==> config.mk <==
export PLATFORM = sky130hd
export DESIGN_NAME = fetch_prefetch_flat
export DESIGN_NICKNAME = d
export VERILOG_FILES = /design/src/rtl/fetch_pkg.sv /design/src/rtl/fetch_prefetch_if.sv /design/src/rtl/fetch_fifo.sv /design/src/rtl/fetch_prefetch.sv /design/src/flat_wrapper.sv
export SDC_FILE = /design/constraint.sdc
export NUM_CORES = 1
export LEC_CHECK = 0
export CORE_MARGIN = 2
export CORE_UTILIZATION = 50
export DETAILED_ROUTE_END_ITERATION = 7
export PLACE_DENSITY = 0.72
export SKIP_CTS_REPAIR_TIMING = 1
export SYNTH_ARGS = -nofsm -noshare
export SYNTH_HDL_FRONTEND = slang
export SYNTH_SLANG_ARGS = --single-unit
==> constraint.sdc <==
create_clock -name clk -period 8.8 [get_ports clk]
set_input_delay 1.76 -clock clk [delete_from_list [all_inputs] [get_ports clk]]
set_output_delay 1.76 -clock clk [all_outputs]
set_load 0.005 [all_outputs]
==> src/rtl/fetch_pkg.sv <==
// fetch_pkg -- shared definitions for the instruction prefetch unit.
//   FETCH_AW / FETCH_DW / FETCH_DEPTH / FETCH_RESET_PC : default parameters
//   fetch_entry_t  : one queued instruction {instr, pc, npc}
//   fetch_state_t  : request tracker state (idle / waiting / waiting-to-drop)
// The entry fields are sized from FETCH_AW / FETCH_DW, so instances must keep
// AW and DW at these values.
package fetch_pkg;

  localparam int FETCH_AW    = 16;
  localparam int FETCH_DW    = 16;
  localparam int FETCH_DEPTH = 4;
  localparam logic [FETCH_AW-1:0] FETCH_RESET_PC = 16'h3000;

  typedef struct packed {
    logic [FETCH_DW-1:0] instr;
    logic [FETCH_AW-1:0] pc;
    logic [FETCH_AW-1:0] npc;
  } fetch_entry_t;

  // FS_DROP: a redirect happened while a response was in flight; that
  // response must be swallowed when it arrives.
  typedef enum logic [1:0] {
    FS_IDLE = 2'd0,
    FS_BUSY = 2'd1,
    FS_DROP = 2'd2
  } fetch_state_t;

endpackage

==> src/rtl/fetch_prefetch_if.sv <==
// fetch_prefetch_if -- memory request bus plus the instruction output stream.
//   instrmem_rd / imem_addr       : read strobe and address (prefetcher -> memory)
//   imem_rdata / imem_valid       : returned instruction (memory -> prefetcher)
//   instr_valid / instr / instr_pc / instr_npc : queue head (prefetcher -> consumer)
//   instr_ready                   : consumer accepts the head
// master = prefetcher side, slave = memory/consumer side.
interface fetch_prefetch_if
  import fetch_pkg::*;
#(
  parameter int AW = FETCH_AW,
  parameter int DW = FETCH_DW
);
  logic          instrmem_rd;
  logic [AW-1:0] imem_addr;
  logic [DW-1:0] imem_rdata;
  logic          imem_valid;
  logic          instr_valid;
  logic          instr_ready;
  logic [DW-1:0] instr;
  logic [AW-1:0] instr_pc;
  logic [AW-1:0] instr_npc;

  modport master (
    output instrmem_rd, imem_addr, instr_valid, instr, instr_pc, instr_npc,
    input  imem_rdata, imem_valid, instr_ready
  );

  modport slave (
    input  instrmem_rd, imem_addr, instr_valid, instr, instr_pc, instr_npc,
    output imem_rdata, imem_valid, instr_ready
  );
endinterface

==> src/rtl/fetch_fifo.sv <==
// fetch_fifo -- synchronous FIFO of fetch_entry_t, DEPTH entries.
//   clk, rst : clock, synchronous active-high reset
//   flush    : empties the queue (pointers and count to zero)
//   push/wdata, pop : write and read-advance requests
//   rdata    : current head entry, count : occupancy, empty : count == 0
// The head is read combinationally from the array so that an entry written
// on one edge is visible at the head in the very next cycle.
module fetch_fifo
  import fetch_pkg::*;
#(
  parameter int DEPTH = FETCH_DEPTH
) (
  input  logic                   clk,
  input  logic                   rst,
  input  logic                   flush,
  input  logic                   push,
  input  logic                   pop,
  input  fetch_entry_t           wdata,
  output fetch_entry_t           rdata,
  output logic [$clog2(DEPTH):0] count,
  output logic                   empty
);
  localparam int PW = $clog2(DEPTH);
  localparam logic [PW-1:0] PTR_ONE = PW'(1);
  localparam logic [PW:0]   CNT_ONE = (PW+1)'(1);
  localparam logic [PW:0]   CNT_MAX = (PW+1)'(DEPTH);

  fetch_entry_t  mem [DEPTH];
  logic [PW-1:0] wr_ptr_reg, rd_ptr_reg;
  logic [PW:0]   count_reg;
  logic          do_push, do_pop;

  assign empty   = (count_reg == '0);
  assign do_pop  = pop & ~empty;
  // A full queue still accepts a write when the head leaves in the same cycle.
  assign do_push = push & ((count_reg != CNT_MAX) | do_pop);

  always_ff @(posedge clk) begin
    if (do_push) mem[wr_ptr_reg] <= wdata;
  end

  // Pointers are PW bits wide, so they wrap modulo DEPTH on their own.
  always_ff @(posedge clk) begin
    if (rst || flush) begin
      wr_ptr_reg <= '0;
      rd_ptr_reg <= '0;
      count_reg  <= '0;
    end else begin
      if (do_push) wr_ptr_reg <= wr_ptr_reg + PTR_ONE;
      if (do_pop)  rd_ptr_reg <= rd_ptr_reg + PTR_ONE;
      case ({do_push, do_pop})
        2'b10:   count_reg <= count_reg + CNT_ONE;
        2'b01:   count_reg <= count_reg - CNT_ONE;
        default: count_reg <= count_reg;
      endcase
    end
  end

  assign rdata = mem[rd_ptr_reg];
  assign count = count_reg;
endmodule

==> src/rtl/fetch_prefetch.sv <==
// fetch_prefetch -- instruction prefetcher with a DEPTH-entry queue.
//   clk, rst         : clock, synchronous active-high reset
//   enable_fetch     : permits new memory requests
//   br_taken, taddr  : one-cycle redirect pulse and its target
//   bus (master)     : memory request/response and instruction output stream
//   pc, npc          : next fetch address and pc + 1
// One memory request may be in flight. A queue slot is reserved for it, so a
// response can always be pushed. A redirect flushes the queue; a response
// still in flight at that point is discarded when it arrives.
module fetch_prefetch
  import fetch_pkg::*;
#(
  parameter int            AW       = FETCH_AW,
  parameter int            DW       = FETCH_DW,
  parameter int            DEPTH    = FETCH_DEPTH,
  parameter logic [AW-1:0] RESET_PC = FETCH_RESET_PC
) (
  input  logic                   clk,
  input  logic                   rst,
  input  logic                   enable_fetch,
  input  logic                   br_taken,
  input  logic [AW-1:0]          taddr,
  fetch_prefetch_if.master       bus,
  output logic [AW-1:0]          pc,
  output logic [AW-1:0]          npc
);
  localparam int CW = $clog2(DEPTH) + 1;
  localparam logic [CW:0]   DEPTH_OCC = (CW+1)'(DEPTH);
  localparam logic [AW-1:0] PC_ONE    = AW'(1);

  fetch_state_t  state_reg, state_next;
  logic          outstanding, drop;
  logic [AW-1:0] pc_reg, pc_next, req_pc_reg, req_pc_next;
  logic [CW-1:0] count;
  logic [CW:0]   occupancy;
  logic          fifo_empty, issue, push, pop;
  fetch_entry_t  push_entry, head_entry;

  // State register
  always_ff @(posedge clk) begin
    if (rst) begin
      state_reg  <= FS_IDLE;
      pc_reg     <= RESET_PC;
      req_pc_reg <= RESET_PC;
    end else begin
      state_reg  <= state_next;
      pc_reg     <= pc_next;
      req_pc_reg <= req_pc_next;
    end
  end

  // Next-state logic. A response and a redirect in the same cycle consume the
  // response (it is simply not pushed), so no drop is pending afterwards.
  always_comb begin
    state_next = state_reg;
    case (state_reg)
      FS_IDLE: if (issue) state_next = FS_BUSY;
      FS_BUSY: begin
        if (bus.imem_valid)  state_next = FS_IDLE;
        else if (br_taken)   state_next = FS_DROP;
      end
      FS_DROP: if (bus.imem_valid) state_next = FS_IDLE;
      default: state_next = FS_IDLE;
    endcase
  end

  // State decode
  always_comb begin
    outstanding = (state_reg != FS_IDLE);
    drop        = (state_reg == FS_DROP);
  end

  assign occupancy = {1'b0, count} + {{CW{1'b0}}, outstanding};
  assign issue     = enable_fetch & ~br_taken & ~outstanding & (occupancy < DEPTH_OCC);
  // Stray responses (nothing outstanding) fall through: push needs outstanding.
  assign push      = bus.imem_valid & outstanding & ~drop & ~br_taken;
  assign pop       = bus.instr_valid & bus.instr_ready & ~br_taken;

  always_comb begin
    pc_next     = pc_reg;
    req_pc_next = req_pc_reg;
    if (br_taken) begin
      pc_next = taddr;
    end else if (issue) begin
      pc_next     = pc_reg + PC_ONE;
      req_pc_next = pc_reg;
    end
  end

  assign push_entry = '{instr: bus.imem_rdata, pc: req_pc_reg, npc: req_pc_reg + PC_ONE};

  fetch_fifo #(.DEPTH(DEPTH)) u_fifo (
    .clk   (clk),
    .rst   (rst),
    .flush (br_taken),
    .push  (push),
    .pop   (pop),
    .wdata (push_entry),
    .rdata (head_entry),
    .count (count),
    .empty (fifo_empty)
  );

  assign bus.instrmem_rd = issue & ~rst;
  assign bus.imem_addr   = pc_reg;
  assign bus.instr_valid = ~fifo_empty;
  assign bus.instr       = head_entry.instr;
  assign bus.instr_pc    = head_entry.pc;
  assign bus.instr_npc   = head_entry.npc;
  assign pc              = pc_reg;
  assign npc             = pc_reg + PC_ONE;

  // Properties
  a_rise_issue: assert property (@(posedge clk) disable iff (rst)
    $rose(enable_fetch) && !br_taken && !outstanding && (occupancy < DEPTH_OCC)
      |-> $rose(bus.instrmem_rd));
  a_reset_pc:   assert property (@(posedge clk) rst |=> (pc_reg == RESET_PC));
  a_no_ovf:     assert property (@(posedge clk) count <= DEPTH_OCC[CW-1:0]);
endmodule

==> src/flat_wrapper.sv <==
// flat-port wrapper written by rule: the top's interface ports become plain ports
module fetch_prefetch_flat import fetch_pkg::*;
#(
  parameter int            AW       = FETCH_AW,
  parameter int            DW       = FETCH_DW,
  parameter int            DEPTH    = FETCH_DEPTH,
  parameter logic [AW-1:0] RESET_PC = FETCH_RESET_PC
)
  (clk, rst, enable_fetch, br_taken, taddr, pc, npc, bus_instrmem_rd, bus_imem_addr, bus_instr_valid, bus_instr, bus_instr_pc, bus_instr_npc, bus_imem_rdata, bus_imem_valid, bus_instr_ready);
  fetch_prefetch_if #(.AW(AW), .DW(DW)) bus_i ();
  input  logic clk;
  input  logic rst;
  input  logic enable_fetch;
  input  logic br_taken;
  input  logic [AW-1:0] taddr;
  output logic [AW-1:0] pc;
  output logic [AW-1:0] npc;
  output wire logic [$bits(bus_i.instrmem_rd)-1:0] bus_instrmem_rd;
  output wire logic [$bits(bus_i.imem_addr)-1:0] bus_imem_addr;
  output wire logic [$bits(bus_i.instr_valid)-1:0] bus_instr_valid;
  output wire logic [$bits(bus_i.instr)-1:0] bus_instr;
  output wire logic [$bits(bus_i.instr_pc)-1:0] bus_instr_pc;
  output wire logic [$bits(bus_i.instr_npc)-1:0] bus_instr_npc;
  input wire logic [$bits(bus_i.imem_rdata)-1:0] bus_imem_rdata;
  input wire logic [$bits(bus_i.imem_valid)-1:0] bus_imem_valid;
  input wire logic [$bits(bus_i.instr_ready)-1:0] bus_instr_ready;
  assign bus_instrmem_rd = bus_i.instrmem_rd;
  assign bus_imem_addr = bus_i.imem_addr;
  assign bus_instr_valid = bus_i.instr_valid;
  assign bus_instr = bus_i.instr;
  assign bus_instr_pc = bus_i.instr_pc;
  assign bus_instr_npc = bus_i.instr_npc;
  assign bus_i.imem_rdata = bus_imem_rdata;
  assign bus_i.imem_valid = bus_imem_valid;
  assign bus_i.instr_ready = bus_instr_ready;
  fetch_prefetch #(.AW(AW), .DW(DW), .DEPTH(DEPTH), .RESET_PC(RESET_PC)) u_core (.clk(clk), .rst(rst), .enable_fetch(enable_fetch), .br_taken(br_taken), .taddr(taddr), .bus(bus_i), .pc(pc), .npc(npc));
endmodule
==> impl_summary.md, run 1 <==
Route
Summing over every cut layer, the via total after detailed routing is between 5000 and 6000. The detailed router's first-iteration violation count is roughly 360. The total routed wirelength is between 15000 and 20000 um. In the routed layout, each cell is associated on average with a via count of between 5 and 6. The average detailed-routed wire length per instance is roughly 19 um.

The detail route stage leaves a number of antenna-violating nets equal to 0. In the routed design, unresolved DRC markers number 0. For this run, the detailed router's first-pass iteration total came to 4.

Finish
The register with the most flip-flops in the layout has between 150 and 200 of them. The most common cell after layout, fill and taps aside is edfxtp_1. After filler insertion, the fill cell instance count of the layout stands at between 1000 and 1500. At the end of the flow the core is filled with cells to between 60% and 70%. The net count of the finished layout is 759. In the final layout, the share of cells above drive strength 1 is about 14%. The repair_antennas step left the layout with diodes totalling 0. In the layout the commonest cells are edfxtp_1 (192), clkdlybuf4s50_1 (135), nand2_1 (49). From synthesis to final layout, the design area changed by 22.6%.

CTS
The tree built by TritonCTS fans out to 235 sinks. The insertion delay of the later-clocked pin in the worst-skew pair is 0.50 ns. The clock passes through at most 3 buffers. The CTS buffer count is 23. The level count of the clock H-tree is 1.

The CTS tree is done. CTS placed an instance of clkbuf_16 at the clock tree root. The clock edge transition at the registers on the reported setup and hold paths is ~0.06 ns.

Power and ir drop
The total power per unit cell area is just under 200 nW/um^2. IR analysis of the VDD net gives a maximum drop of ~0.14 mV. The leakage power summed over all cells is 3.82 nW. After layout, the design draws a total of 2.30 mW.

Run
The reported max-cap violation count is 0.

Floorplanning
The standard-cell row count is 50. The area enclosed by the die boundary is approximately 20000 sq um. The initial utilization of the core area, before any placement, comes to between 50% and 60%.

The floorplan step set the die width to between 100 and 150 um. The number of ports placed on the die boundary is 136. The core area is approximately 19000 sq um. The floorplan die height is about 140 um.

Yosys
For this run, the leading register cell type out of synthesis is edfxtp_1. Counting flops and latches in the post-synthesis netlist gives approximately 240. The average footprint of a synthesized cell is around 16 sq um.

The number of synthesized flops with an enable pin is around 190. edfxtp_1 takes more of the synthesized area than any other cell. Ranked by total cell area, the synthesized netlist is headed by edfxtp_1 (60%), mux4_2 (11%), dfxtp_1 (9.0%). The synthesized netlist contains 49 unique library cells.

The share of the yosys chip area belonging to registers is a little under 70%. The total of warnings raised by yosys is 0. The synthesized instance count is about 600. Summing every instance area after synthesis gives slightly below 10000 sq um. The share of synthesized area in the top cell type comes to 60.0%. The number of nets handed over by synthesis was roughly 640. The fraction of registers with async set/reset is 0%.

Critical path
STA classifies the critical path startpoint as an input port. The largest fanout on the critical path is 17. The critical path is of the in -> out type. At the worst endpoint, the required time is 7.04 ns. Counting cells, the worst reg-to-reg path comes to 4. STA classifies the critical path endpoint as a primary output. The data arrival time at the worst-slack endpoint is ~4.4 ns.

Global routing
Across every metal layer, demand over resource in global routing totals about 19%. The overflow left after global routing is 0. The largest net degree at the start of global routing is 49. The first-pass GRT wire length is roughly 30000 um. The initial antenna violation count is 0. The via count of the first global-routing pass came to around 5600.

Outcome
The flow ran to the end, and the final reports show no timing, DRC or antenna violations.

Worst hold path
The type of the tightest min-delay check is reg -> reg. Along the worst hold path, the cell count comes to 1.

STA
Setup repair after global routing left no endpoint under its margin. The worst hold-check slack is 0.522 ns. The clock arrives with 0.00694 ns of skew.

After routing, the total negative slack on setup checks comes to 0 ns. The total setup violations reported at the end of the flow is 0. The shortest clock period the worst path allows after layout is a little over 6 ns.

Of the available clock period, the critical path in the final layout requires slightly below 70%. The number of hold violations in the final report is 0. The number of max-slew violations in the final report came to 0. At the pin with the least slew margin, the transition time is 0.983 ns.

The worst slew margin relative to its limit is between 30 and 40%. The maximum clock frequency is roughly 160 MHz.

Placed design
At the end of routability-driven placement, the weighted congestion stood at about 0.83. Summed over all nets, the half-perimeter wirelength after detailed placement is around 11000 um. During placement, the flow inserted port buffers numbering between 100 and 150.
==> metrics by stage <==
| stage | setup slack, ns | instances | instance area (sq um) |
|---|---|---|---|
| after floorplan | 4.18 | 598 | 9600 |
| after global placement | 2.78 | 923 | 11000 |
| after detailed placement | 2.70 | 923 | 11000 |
| after CTS | 2.69 | 963 | 11800 |
| after global routing | 2.60 | 963 | 11800 |
| final | 2.68 | 963 | 11800 |
==> report_power, final <==
group | internal (mW) | total, mW | switching [mW]
sequential | 1.21 | 1.23 | 0.0239
clock | 0.570 | 0.953 | 0.382
combinational | 0.0684 | 0.115 | 0.0464
==> layer usage <==
metal | share of wire, % | GRT usage [%] | routed length (um)
met2 | 49 | 31.6 | 9110
met4 | 1.9 | 5.37 | 363
met1 | 44 | 25.2 | 8250
met3 | 5.5 | 2.49 | 1040
met5 | 0 | 0 | 0
==> worst max-delay path, cell delays in order <==
cell             delay, ns
clkdlybuf4s50_1       0.48
nor4b_1               0.76
nand2b_1              0.55
nor2_1                0.27
clkdlybuf4s50_1       0.54
==> cells in the mapped netlist, types with 2 or more instances <==
| master | count |
|---|---|
| nor4_1 | 9 |
| or3_1 | 4 |
| nor4b_1 | 2 |
| nor4_2 | 2 |
| nand4_1 | 8 |
| and3_1 | 4 |
| buf_4 | 16 |
| clkbuf_1 | 20 |
| buf_2 | 11 |
| o21a_1 | 8 |
| nand2b_1 | 2 |
| and2_1 | 4 |
| nor3_1 | 14 |
| xnor2_1 | 14 |
| mux4_2 | 48 |
| nor3b_1 | 3 |
| a21oi_1 | 28 |
| nand3b_1 | 2 |
| dfxtp_1 | 43 |
| nor2_1 | 16 |
| a21oi_2 | 2 |
| edfxtp_1 | 192 |
| inv_1 | 18 |
| nand3_1 | 14 |
| o21ai_0 | 3 |
| nand2_1 | 49 |
| xor2_1 | 26 |
| ha_1 | 6 |
| mux2i_1 | 4 |
| a21o_1 | 5 |
| buf_1 | 3 |
==> cell families after synthesis <==
kind of cell / count (synthesis) / share of synthesized area (%)
compound gates: 53 / 3.39
mux: 53 / 11.8
simple gates: 141 / 7.62
buf+inv: 69 / 3.54
fa+ha+maj: 7 / 0.990
xor+xnor: 40 / 3.65
flops: 235 / 69.0
==> worst paths after layout <==
kind                                     startpoint                  endpoint  slack [ns]
worst max-delay path                   enable_fetch           bus_instrmem_rd        2.68
worst min-delay path            u_core.state_reg[1]       u_core.state_reg[0]        0.52
worst max register to register  u_core.state_reg[0]  u_core.u_fifo.mem[3][34]        6.33
worst min register to register  u_core.state_reg[1]       u_core.state_reg[0]        0.52
==> area by class of cell <==
class                      instances  area [sq um]  area share [%]
clock buffer                      32           649            5.52
timing repair buffer             142          1400            11.9
multi-input combinational        294          2640            22.4
clock inverter                     8          86.3           0.733
sequential                       235          6630            56.3
tap                              234           293            2.49
inverter                          18          67.6           0.574
No activity file was read; power rests on OpenSTA's default activity.
==> inputs of run 2 (changes only) <==
--- a/config.mk
+++ b/config.mk
@@ -6,9 +6,9 @@
 export NUM_CORES = 1
 export LEC_CHECK = 0
 export CORE_MARGIN = 2
-export CORE_UTILIZATION = 50
+export CORE_UTILIZATION = 49
 export DETAILED_ROUTE_END_ITERATION = 7
-export PLACE_DENSITY = 0.72
+export PLACE_DENSITY = 0.74
 export SKIP_CTS_REPAIR_TIMING = 1
 export SYNTH_ARGS = -nofsm -noshare
 export SYNTH_HDL_FRONTEND = slang
==> constraint.sdc (replaced) <==
create_clock -name clk -period 5.5 [get_ports clk]
set_input_delay 1.1 -clock clk [delete_from_list [all_inputs] [get_ports clk]]
set_output_delay 1.1 -clock clk [all_outputs]
set_load 0.005 [all_outputs]
==> run 2 against run 1 <==
Utilization down 1.7 points; register-to-register slack lost 3.6 ns; routed wire length fell by 0.11%.
==> impl_summary.md, run 2 (synthesis gave the netlist of run 1 again) <==
Outcome
The run finished with clean final reports.

Global routing
Across every metal layer, demand over resource in global routing totals a little under a fifth. The first-pass GRT wire length is ~30000 um. The initial antenna violation count is 0. The via count of the first global-routing pass was between 5000 and 6000. The overflow left after global routing is 0. Entering global routing, the biggest net connects a little under 50 pins.

Finish
The library cell used most frequently in the layout, excluding fill and tap cells, is edfxtp_1. The multi-input combinational cells in the finished layout cover a total of 2640 sq um. The register with the most flip-flops in the layout has between 150 and 200 of them. Once layout is complete, the utilization of the core stands at 61.0%. In the layout the commonest cells are edfxtp_1 (192), clkdlybuf4s50_1 (135), nand2_1 (49). The area of all sequential standard cells is approximately 6600 sq um. Leaving out filler cells and counting taps, the final layout contains between 900 and 1000. The net count of the finished layout is between 700 and 800. The post-layout instance area is approximately 12000 sq um. The fraction of layout cells with a size suffix above 1 is ~14%.

The total inserted antenna cells is 0. The number of filler cells placed in the layout is ~1400. The area growth from synthesis to layout is 22.9%.

Critical path
Data on the critical path arrives at its endpoint at 3.78 ns. STA classifies the critical path endpoint as a primary output. Along the worst path, the maximum fanout reaches 17. The signal on the critical path passes through clkdlybuf4s50_1, nor4b_1, nand2b_1, nor2_1, clkdlybuf4s50_1.

The cell that appears most often on the critical path is clkdlybuf4s50_1. The required time of the critical path is approximately 4.4 ns. The worst reg-to-reg path cell count is 4. The path type of the worst setup path is in -> out. The cell with the biggest individual delay on the critical path is nor4b_1. In this run the critical register-to-register path is captured at u_core.u_fifo.mem[3][20]. The maximum single-stage delay on the critical path is ~0.82 ns. Across all register-to-register paths, the minimum setup slack is around 2.8 ns. The worst setup path is launched from an input port. The critical register-to-register path startpoint is u_core.state_reg[0].

Worst hold path
The type of the tightest min-delay check is reg -> reg. The path with the worst hold slack has its endpoint at u_core.state_reg[0]. Counting instances, the worst hold path has a depth of 1.

The beginning of the worst hold path is u_core.state_reg[1].

STA
The number of max-slew violations in the final report is 0. The number of hold violations in the final report came to 0. The final setup skew is 0.00965 ns. The maximum clock frequency is slightly above 200 MHz. The fraction of the cycle the final worst path needs is 88.6%. Setup repair after global routing left no endpoint under its margin.

The shortest clock period the worst path allows after layout is a little under 5 ns. The worst hold-check slack is ~0.5 ns. The total negative setup slack is 0 ns.

Measured against its own limit, the worst slew margin works out to 31.9%. Across all setup checks in the final design, the least slack found is between 0.6 and 0.7 ns. The total setup violations reported at the end of the flow is 0.

At the pin with the least slew margin, the transition time is about 1.0 ns.

Floorplanning
The number of ports placed on the die boundary is roughly 140. The floorplan die height is about 140 um. The horizontal die dimension is between 100 and 150 um. After floorplanning, the core was sized to cover 19300 sq um. For this configuration, the core starts out at a cell density of 49.7%. The initialized floorplan defines 51 standard-cell rows. The area enclosed by the die boundary is a little over 20000 sq um.

Placed design
The number of buffers inserted by port buffering is approximately 140. The number of instances in the placed design is between 900 and 1000. The HPWL reported at the end of detailed placement is ~12000 um. The placement-stage cell area is 11100 sq um. The congestion estimate from routability-driven global placement came to 0.839. The worst slack at placement is between 0.5 and 0.6 ns.

CTS
The sink count of the clock tree is approximately 240. The number of clock buffers added by TritonCTS is 23. The CTS tree is done. Clock-pin slew was measured on the worst setup and hold paths at around 0.060 ns.

The level count of the clock H-tree is 1. The tree is rooted in a clkbuf_16. No sink is reached through more buffers than the 3 on the longest clock path. The later pin in the worst-skew pair is clocked with a latency of approximately 0.50 ns.

Route
Using the TritonRoute via totals, the vias-per-cell ratio works out to between 5 and 6. Once detail routing completed, the nets flagged for antenna violations numbered 0. The first TritonRoute pass finished after 5 iterations. The first routing iteration left 395 violations.

The total routed wirelength is ~19000 um. In the routed design, unresolved DRC markers number 0. The average detailed-routed wire length per instance is approximately 19 um. The routed layout has around 5500 vias.

Power and ir drop
The leakage power summed over all cells is around 3.8 nW. The total power per unit cell area is approximately 310 nW/um^2. The worst IR drop on VDD is 0.164 mV.

The overall power consumption is 3.65 mW.

Run
Across the run, the number of max-cap violations was 0.
-- run 2: how the worst max path moves through the flow --
stage               startpoint                       to  slack [ns]  cells after the start
2_1_floorplan  bus_instr_ready  u_core.u_fifo.mem[0][0]        2.01                      4
3_3_place_gp      enable_fetch          bus_instrmem_rd        0.85                      5
3_5_place_dp      enable_fetch          bus_instrmem_rd        0.58                      5
4_1_cts           enable_fetch          bus_instrmem_rd        0.61                      5
5_1_grt           enable_fetch          bus_instrmem_rd        0.34                      5
6_report          enable_fetch          bus_instrmem_rd        0.62                      5
-- run 2: critical path, delay by kind of cell --
| family | cells | cell delay (ns) |
|---|---|---|
| simple gates | 3 | 1.66 |
| buf+inv | 2 | 1.02 |
-- run 2: area by class of cell --
cell class,count,area share [%]
timing repair buffer,142,11.9
clock inverter,5,0.456
tap,265,2.81
sequential,235,56.2
clock buffer,36,5.72
inverter,18,0.572
multi-input combinational,294,22.4
-- run 2: report_power, final --
group / switching, mW / total, mW / internal [mW] / leakage, nW
clock: 0.607 / 1.50 / 0.891 / 0.358
combinational: 0.0739 / 0.183 / 0.109 / 1.41
sequential: 0.0383 / 1.97 / 1.93 / 2.05
-- run 2: per-layer routing --
layer / share of wire [%] / wire length (um) / vias to the layer above / GRT usage (%)
met3: 5.8 / 1100 / 26 / 2.72
met1: 42 / 7920 / 2728 / 24.6
met5: 0 / 0 / - / 0
li1: - / - / 2499 / -
met4: 1.6 / 303 / 0 / 5.06
met2: 50 / 9430 / 212 / 31.6
==> inputs of run 3 (changes only) <==
--- a/config.mk
+++ b/config.mk
@@ -6,9 +6,9 @@
 export NUM_CORES = 1
 export LEC_CHECK = 0
 export CORE_MARGIN = 2
-export CORE_UTILIZATION = 49
+export CORE_UTILIZATION = 40
 export DETAILED_ROUTE_END_ITERATION = 7
-export PLACE_DENSITY = 0.74
+export PLACE_DENSITY = 0.62
 export SKIP_CTS_REPAIR_TIMING = 1
 export SYNTH_ARGS = -nofsm -noshare
 export SYNTH_HDL_FRONTEND = slang
==> constraint.sdc (replaced) <==
create_clock -name clk -period 5.5 [get_ports clk]
set_input_delay 1.375 -clock clk [delete_from_list [all_inputs] [get_ports clk]]
set_output_delay 1.375 -clock clk [all_outputs]
set_load 0.005 [all_outputs]
==> run 3 against run 2 <==
Routed wire length increased by 3.7%; non-clock buffer count increased by 2; clock skew increased by 0.010 ns; global-route usage decreased by 3.1 points; fmax increased by 6.5%; sequential power about the same; combinational power about the same; utilization decreased by 10 points; critical endpoint unchanged; largest power group unchanged; highest routed layer unchanged.
==> impl_summary.md, run 3 (synthesis gave the netlist of run 1 again) <==
Floorplanning
The floorplan step defined a core boundary enclosing between 20000 and 25000 sq um. The horizontal die dimension is 159 um. In this run the vertical extent of the chip is about 160 um.

The area enclosed by the die boundary is roughly 25000 sq um. The initial utilization of the core area, before any placement, comes to approximately two fifths. Row generation in the floorplan step produced 56 rows. The number of ports placed on the die boundary is approximately 140.

Critical path
STA classifies the critical path startpoint as an input port. The largest fanout on the critical path is 17. The path type of the worst setup path is in -> out. At the worst endpoint, the required time is between 4 and 5 ns. At the worst endpoint, the arrival time is approximately 3.2 ns. The element type at the critical path end is a primary output.

CTS
The sink count of the clock tree is 235. The CTS tree is done. The CTS buffer count is 25. The library cell used as clock root buffer is clkbuf_16. In this run the number of H-tree levels came out at 1. The insertion delay of the later-clocked pin in the worst-skew pair is 0.51 ns. The clock edge transition at the registers on the reported setup and hold paths is roughly 0.060 ns. The clock passes through at most 3 buffers.

STA
Setup repair after global routing left no endpoint under its margin. Timing would allow up to between 200 and 250 MHz. The number of hold violations in the final report is 0. Measured against its own limit, the worst slew margin works out to between 30% and 40%. The total setup violations reported at the end of the flow is 0. The number of max-slew violations in the final report is 0.

For the pin with the worst max-slew slack, the measured transition is about 1.0 ns. The fraction of the cycle the final worst path needs is between 80% and 90%. The clock arrives with between 0.015 and 0.02 ns of skew.

The total negative setup slack is 0 ns. The routed design could run at a clock period as short as 4.58 ns.

Finish
The core utilization of the finished layout is 50.7%. The number of antenna diodes in the final layout is 0. In the final layout, the multi-input gates occupy between 2000 and 3000 sq um. The most common cell after layout, fill and taps aside is edfxtp_1. From synthesis to final layout, the design area changed by 24.2%. In the layout the commonest cells are edfxtp_1 (192), clkdlybuf4s50_1 (135), nand2_1 (49). The area of all sequential standard cells is about 6600 sq um.

Counting the fill cells in the layout gives around 2000. The flip-flop count of the largest register after layout is 192. In the final design database the tool counted 763 nets. The post-route netlist has ~14% of its cells at a drive strength greater than 1.

Route
The met3 routed wirelength is between 1000 and 1500 um. Summed over all layers, the routed wires come to ~19000 um. The detailed router's first-iteration violation count is between 300 and 400.

The first detailed-routing pass ran for 5 iterations. Routed signal wires occupy layers up through met4. Dividing the detail-routed via count by the number of cells gives 5.08.

In this run the remaining antenna-violating nets after routing total 0. Detailed routing inserted a total of between 5000 and 6000 vias. The average detailed-routed wire length per instance is around 18 um. The routed wire length on met2 is ~9100 um. In the routed design, unresolved DRC markers number 0. The length of routed wiring on met1 is 8920 um.

Global routing
The first global-routing pass estimated between 30000 and 40000 um of wire. The total overflow left after global routing is 0. Entering global routing, the biggest net connects 49 pins. The via count of the first global-routing pass is approximately 5700. The initial antenna violation count came to 0. For this run, the total global-route usage over all layers was measured as between 10% and 20%.

Power and ir drop
Registers are responsible for 53.0% of the overall power. In this run switching power makes up between 20% and 30% of total power. Power spread over the standard cell area amounts to around 310 nW/um^2.

Summed over all nets, the switching power comes to between 0.7 and 0.8 mW. In this run, the clock network consumes between 40% and 50% of the power. The leakage power summed over all cells is ~3.8 nW.

Across the VDD grid, the largest voltage drop is ~0.21 mV. Internal power comes to ~3.0 mW. Combinational logic is responsible for ~5% of the overall power.

Outcome
The run finished with clean final reports.

Worst hold path
The tightest min-delay check is of the reg -> reg type.

Run
The reported max-cap violation count is 0.

Placed design
The number of buffers inserted by port buffering is 135. The final RePlAce weighted congestion is slightly above 0.8. The HPWL reported at the end of detailed placement is 12300 um.
## run 3: changes by cell type in the layout (fill, tap and decap cells not counted), moves of 2 or more
cell | previous run | this run
buf_4 | 7 | 9
clkbuf_1 | 9 | 6
clkbuf_8 | 3 | 0
clkinv_1 | 0 | 5
clkinv_2 | 3 | 5
## run 3: layout make-up
| class | instances | area share, % |
|---|---|---|
| Sequential cell | 235 | 55.6 |
| Multi-Input combinational cell | 294 | 22.1 |
| Timing Repair Buffer | 144 | 11.9 |
| Clock buffer | 31 | 5.43 |
| Tap cell | 319 | 3.35 |
| Clock inverter | 14 | 1.01 |
| Inverter | 18 | 0.567 |
## run 3: stage by stage
step                hold WS [ns]  instance area [sq um]  instances  worst slack [ns]  power (mW)
floorplan                  0.461                   9600        598              1.65        2.09
global placement           0.493                  11200       1010             0.847        2.19
detailed placement         0.499                  11200       1010             0.897        2.20
CTS                        0.510                  11900       1055             0.883        3.76
global route               0.522                  11900       1055             0.836        3.85
finish                     0.507                  11900       1055             0.922        3.72
## run 3: worst max-delay path: stages
cell and delay [ns]:
clkdlybuf4s50_1 0.48, nor4b_1 0.22, buf_4 0.18, nand2b_1 0.07
buf_4 0.19, nor2_1 0.15, clkdlybuf4s50_1 0.53
## run 3: path summary, 6_finish.rpt
check                                    startpoint                       end  cells past startpoint  slack [ns]
worst min register to register  u_core.state_reg[1]       u_core.state_reg[0]                      1        0.51
worst max-delay path                   enable_fetch           bus_instrmem_rd                      7        0.92
worst min-delay path            u_core.state_reg[1]       u_core.state_reg[0]                      1        0.51
worst max register to register  u_core.state_reg[0]  u_core.u_fifo.mem[1][27]                      4        2.67
## run 3: power by group through the flow
| stage | clock (mW) | combinational [mW] | sequential [mW] |
|---|---|---|---|
| after detailed placement | 0 | 0.185 | 2.01 |
| final | 1.56 | 0.185 | 1.97 |
| after CTS | 1.60 | 0.187 | 1.97 |
| after global routing | 1.67 | 0.201 | 1.98 |
| after floorplan | 0 | 0.0970 | 1.99 |
| after global placement | 0 | 0.184 | 2.01 |
## run 3: metal layers
layer  vias up  GRT usage, %
met4         0          2.89
met3        29          2.87
met1      2658          21.1
met5         -             0
met2       176          25.5
li1       2496             -
